==> src/rtl/uart_tx_arbiter.sv <==
// ---------------------------------------------------------------------------
// uart_tx_arbiter
//
// Packet-granular arbiter that lets NUM_REQ byte-stream producers share one
// UART transmitter. A requester is granted in IDLE, then keeps the grant
// until the byte flagged "last" has left the transmitter. Bytes are paced
// on the transmitter busy flag. An owner that stops presenting bytes inside
// a packet is dropped after TIMEOUT_CYC idle cycles.
//
// Optional build macro:
//   UART_ARB_FIXED_PRIO_EN - lowest requester index always wins arbitration
//                            (round-robin pointer ignored). Undefined by
//                            default, giving round-robin arbitration.
//
// Ports:
//   i_clk_sys    system clock
//   i_rst        asynchronous, active-high reset
//   i_req_valid  per-requester byte valid
//   i_req_data   flattened bytes, requester k at [k*DATA_WIDTH +: DATA_WIDTH]
//   i_req_last   per-requester "last byte of packet" flag
//   o_req_ready  per-requester byte accept (only the owner, only in SEND)
//   o_grant      one-hot current owner, 0 when idle
//   o_tx_start   one-cycle start pulse to the transmitter
//   o_tx_data    byte to the transmitter, valid with o_tx_start
//   i_tx_busy    transmitter is shifting a frame
//   o_timeout    one-cycle pulse when an owner is forcibly released
// ---------------------------------------------------------------------------
module uart_tx_arbiter #(
    parameter int NUM_REQ     = 4,
    parameter int DATA_WIDTH  = 8,
    parameter int TIMEOUT_CYC = 65535
) (
    input  logic                          i_clk_sys,
    input  logic                          i_rst,
    input  logic [NUM_REQ-1:0]            i_req_valid,
    input  logic [NUM_REQ*DATA_WIDTH-1:0] i_req_data,
    input  logic [NUM_REQ-1:0]            i_req_last,
    output logic [NUM_REQ-1:0]            o_req_ready,
    output logic [NUM_REQ-1:0]            o_grant,
    output logic                          o_tx_start,
    output logic [DATA_WIDTH-1:0]         o_tx_data,
    input  logic                          i_tx_busy,
    output logic                          o_timeout
);

    localparam int              IDX_W   = $clog2(NUM_REQ);
    localparam logic [15:0]     TO_LAST = 16'(TIMEOUT_CYC - 1);
    localparam logic [15:0]     TO_MAX  = 16'(TIMEOUT_CYC);

    typedef enum logic [1:0] {
        IDLE,
        SEND,
        WAIT_BUSY,
        WAIT_DONE
    } state_t;

    state_t           state;
    logic [IDX_W-1:0] owner;
    logic [IDX_W-1:0] rr_ptr;
    logic             last_q;
    logic [15:0]      idle_cnt;
    logic             busy_wait;

    logic [IDX_W-1:0] pick_idx;
    logic             pick_found;
    logic             owner_valid;
    logic             accept;
    logic             expire;

    assign owner_valid = i_req_valid[owner];

    // Acceptance is gated by busy so a start pulse is never issued onto a
    // transmitter that is still shifting.
    assign accept = (state == SEND) && owner_valid && !i_tx_busy;

    // The owner's last permitted idle cycle: the counter would reach
    // TIMEOUT_CYC on this edge, so release instead of counting.
    assign expire = (state == SEND) && !owner_valid && (idle_cnt == TO_LAST);

    // NOTE: every signal written in a combinational block gets a default
    // before any conditional assignment; otherwise a latch is inferred.
    always_comb begin
        o_req_ready = '0;
        if (state == SEND) begin
            o_req_ready[owner] = !i_tx_busy;
        end
    end

    // Winner selection for the IDLE state.
    always_comb begin
        pick_found = 1'b0;
        pick_idx   = '0;
`ifdef UART_ARB_FIXED_PRIO_EN
        // Scan downwards so the lowest set index is the final assignment.
        for (int i = NUM_REQ - 1; i >= 0; i--) begin
            if (i_req_valid[i]) begin
                pick_found = 1'b1;
                pick_idx   = IDX_W'(i);
            end
        end
`else
        // Scan from the slot after the last owner, wrapping, first hit wins.
        for (int i = 1; i <= NUM_REQ; i++) begin
            if (!pick_found && i_req_valid[(int'(rr_ptr) + i) % NUM_REQ]) begin
                pick_found = 1'b1;
                pick_idx   = IDX_W'((int'(rr_ptr) + i) % NUM_REQ);
            end
        end
`endif
    end

    // NOTE: sequential state uses non-blocking assignments only, so every
    // register samples the pre-edge value of every other register.
    always_ff @(posedge i_clk_sys or posedge i_rst) begin
        if (i_rst) begin
            state      <= IDLE;
            owner      <= '0;
            rr_ptr     <= IDX_W'(NUM_REQ - 1);
            o_grant    <= '0;
            o_tx_start <= 1'b0;
            o_tx_data  <= '0;
            o_timeout  <= 1'b0;
            last_q     <= 1'b0;
            idle_cnt   <= '0;
            busy_wait  <= 1'b0;
        end else begin
            o_tx_start <= 1'b0;
            o_timeout  <= 1'b0;

            case (state)
                IDLE: begin
                    if (pick_found) begin
                        owner    <= pick_idx;
                        o_grant  <= NUM_REQ'(1) << pick_idx;
                        idle_cnt <= '0;
                        state    <= SEND;
                    end
                end

                SEND: begin
                    if (accept) begin
                        o_tx_data  <= i_req_data[owner*DATA_WIDTH +: DATA_WIDTH];
                        o_tx_start <= 1'b1;
                        last_q     <= i_req_last[owner];
                        idle_cnt   <= '0;
                        busy_wait  <= 1'b0;
                        state      <= WAIT_BUSY;
                    end else if (expire) begin
                        o_timeout <= 1'b1;
                        o_grant   <= '0;
                        rr_ptr    <= owner;
                        idle_cnt  <= TO_MAX;
                        state     <= IDLE;
                    end else if (!owner_valid) begin
                        idle_cnt <= idle_cnt + 16'd1;
                    end
                end

                // Wait for the transmitter to acknowledge the start; give up
                // after two quiet cycles so a core that never raises busy
                // cannot hang the arbiter.
                WAIT_BUSY: begin
                    if (i_tx_busy || busy_wait) begin
                        state <= WAIT_DONE;
                    end else begin
                        busy_wait <= 1'b1;
                    end
                end

                WAIT_DONE: begin
                    if (!i_tx_busy) begin
                        if (last_q) begin
                            rr_ptr  <= owner;
                            o_grant <= '0;
                            state   <= IDLE;
                        end else begin
                            state <= SEND;
                        end
                    end
                end

                default: state <= IDLE;
            endcase
        end
    end

endmodule

==> config.mk <==
export PLATFORM = sky130hd
export DESIGN_NAME = uart_tx_arbiter
export DESIGN_NICKNAME = d
export VERILOG_FILES = /design/src/rtl/uart_tx_arbiter.sv
export SDC_FILE = /design/constraint.sdc
export NUM_CORES = 1
export LEC_CHECK = 0
export BUFFER_PORTS_ARGS = -buffer_cell sky130_fd_sc_hd__clkbuf_2
export CORE_ASPECT_RATIO = 1.2
export CORE_UTILIZATION = 53
export CTS_CLUSTER_DIAMETER = 80
export DETAILED_ROUTE_END_ITERATION = 12
export PLACE_DENSITY_LB_ADDON = 0.12
export SLEW_MARGIN = 20
export SYNTH_ARGS = -nofsm -noshare
export SYNTH_HDL_FRONTEND = slang
export SYNTH_SLANG_ARGS = --single-unit
==> constraint.sdc <==
create_clock -name i_clk_sys -period 2.3 [get_ports i_clk_sys]
set_clock_uncertainty 0.15 [all_clocks]
set_input_delay 0.345 -clock i_clk_sys [delete_from_list [all_inputs] [get_ports i_clk_sys]]
set_output_delay 0.345 -clock i_clk_sys [all_outputs]
set_load 0.05 [all_outputs]
==> qor.yml <==
run_status:
  status: "finished, violations left"
  violations: "negative hold slack"
die:
  die_w_microns: 61.94
  boundaryPins: 61
  die_area_sq_um: 4578
  fp.dieH_microns: 73.92
  start_util: 0.5662
  rows: 25
  coreArea_sq_um: 4035
run:
  cap_violations: 0
worst_setup_path:
  worstSetupPathType: "flop to flop"
  cp_cell_sequence: "mux4_2 > nor3_1 > a21oi_1 > o21bai_1 > a22o_1"
  critPathBufInv: 0
  cp.depth: 5
  start_kind: "flop"
  cp_max_fo: 8
  required_ps: 2330
  reg2reg_setup_slack_ps: 150
  critical_path_arrival_ps: 2180
  worstSetupEndpointType: "flop"
  cp_slowest_cell: "mux4_2"
  reg2regPathDepth: 5
  r2r-end: "o_grant[2]"
  critical_path.max_stage_delay_ps: 630
  crit_family: "multiplexers"
  regToRegStartpoint: "owner[0]"
sta:
  finalMaxSlewViolations: 0
  worst_slack_ps: 149.4
  min_period_over_period: 0.9351
  rsz0062_at_grt: "false"
  maxSlewHeadroom: 0.6800
  min_period_ps: 2151
  finalHoldViolCount: 30
  setup_viol: 0
  fmax_mhz: 465.0
  hold_slack_ps: -10.32
  worst_slew_pin_slew_ps: 480.0
logic_synthesis:
  syn_area_sq_um: 2285
  async_flop_share: 1.000
  synth-edff-count: 0
  postSynthNetCount: 280
  yosysMostFrequentCell: "dfrtp_1"
  ys.flop_type: "dfrtp_1"
  synth_cell_type_count: 43
  synthTopCellsByCount: "dfrtp_1, o21ai_0, nand2_1"
  synth.avg_cell_area_sq_um: 9.722
  ys_seq_area_frac: 0.4173
  synth-warning-count: 0
  yosysTopAreaCell: "dfrtp_1"
  synth_area_leaders: "dfrtp_1, o21ai_0, mux4_2"
  netlist.area_leader.share: 0.3943
  postSynthCellCount: 235
  ys_ff_latch: 38
global_routing:
  overflow: 0
  antenna_found_initial: 0
  grt_pass1_wl_microns: 8390
  grt_pass1_vias: 1914
  grt_max_degree: 39
  grtUsageTotal: 0.2528
detailed_routing:
  avgRoutedWirePerCell_microns: 14.35
  ant_nets: 0
  vias: 1994
  wirelength_microns: 5093
  viasPerCell: 5.617
  drc_errors: 0
  drtIter0Drc: 189
  first_pass_iters: 4
clock_tree:
  post_cts_buffers: 0
  cts_buffers: 5
  cts_root_buf: "clkbuf_8"
  cts.sink_count: 38
  cts_resized: 0
  htreeDepth: 2
  clkTransAtPathRegs_ps: 70
  clkLatencyLatePin_ps: 290
  tritoncts: "built"
  clockBufferDepth: 2
  cts_hold_buf: 0
pwr:
  leakage_nw: 1.344
  peakVddDrop_mv: 0.9039
  power_density_nw_per_um2: 1199
  power.total_mw: 3.337
layout:
  areaGrowthSynthToFinish_pct: 21.85
  drive_gt1_frac: 0.3355
  final_util: 0.6899
  nets: 345
  diodes: 0
  fin_area_sq_um: 2784
placement:
  place_ws_ps: 80.01
  placed_area_sq_um: 2678
  place_congestion: 0.9122
  hpwl_microns: 3814
  port_buffers: 60
min_path:
  hold_class: "input port to async pin"
-- per-layer routing --
metal	up-vias	global-route usage	routed length, microns
met2	57	0.4158	2549
met1	936	0.3074	2190
met3	10	0.06514	237
li1	991	-	-
met5	-	0	0
met4	0	0.1136	116
-- how the worst max path moves through the flow --
stage,slack (ps),to,from
floorplan,-80,o_req_ready[1],owner[0]
global placement,140,o_grant[2],i_req_valid[3]
detailed placement,80,o_grant[1],i_req_valid[3]
CTS,140,o_grant[1],owner[0]
global route,40,o_grant[2],owner[0]
finish,150,o_grant[2],owner[0]
-- kinds of logic after synthesis --
family,after synthesis,synth area share
buffers and inverters,26,0.05038
multiplexers,22,0.1637
adder cells (fa/ha/maj),2,0.01095
AND/OR/NAND/NOR,80,0.1829
flip-flops,38,0.4173
AO/OA/AOI/OAI,67,0.1747
-- cell type report --
| type | instances | area [sq um] |
|---|---|---|
| Clock buffer | 7 | 76.32 |
| Clock inverter | 1 | 30.03 |
| Fill cell | 316 | 1251 |
| Inverter | 15 | 56.30 |
| Multi-Input combinational cell | 171 | 1232 |
| Sequential cell | 38 | 953.4 |
| Tap cell | 54 | 67.56 |
| Timing Repair Buffer | 69 | 367.9 |
-- where the power goes --
part	switching (mW)	internal, mW	total (mW)
clock network	0.231	0.324	0.555
logic	1.08	0.654	1.73
registers	0.175	0.876	1.05
total	1.48	1.85	3.34
-- cells in the final DEF (no fill, tap or decap), types with 3 or more instances in the layout --
| cell | count |
|---|---|
| nand4_1 | 5 |
| a22o_1 | 6 |
| nor3_1 | 6 |
| nor2_1 | 14 |
| a31oi_1 | 3 |
| mux4_2 | 6 |
| a21oi_1 | 15 |
| inv_1 | 14 |
| dfrtp_1 | 36 |
| o21ai_0 | 30 |
| and2_1 | 4 |
| clkbuf_2 | 60 |
| clkbuf_8 | 5 |
| mux2_2 | 11 |
| nor4_1 | 3 |
| mux4_1 | 4 |
| nand3_1 | 7 |
| nand2b_1 | 4 |
| nand2_1 | 23 |
| buf_4 | 9 |
| o21bai_1 | 3 |
-- worst register-to-register path, stage by stage, from the launching register on --
cell and delay, ps:
dfrtp_1 380, mux4_2 630, nor3_1 270, a21oi_1 130, o21bai_1 230, a22o_1 250
-- stage by stage --
stage / hold WS, ps / cells / setup TNS (ps)
2_1_floorplan: 334.3 / 235 / -75.24
3_3_place_gp: 310.9 / 347 / 0
3_5_place_dp: 321.8 / 347 / 0
4_1_cts: 5.977 / 355 / 0
5_1_grt: 36.21 / 355 / 0
6_report: -10.32 / 355 / 0
-- sequential cells by signal (all words and copies together) (netlist names), named ones only --
register    cells
o_tx_data       8
o_tx_start      1
o_timeout       1
rr_ptr          2
last_q          1
idle_cnt       16
owner           2
state           1
busy_wait       1
o_grant         4
Note: power is estimated with default switching activity, not from simulation.
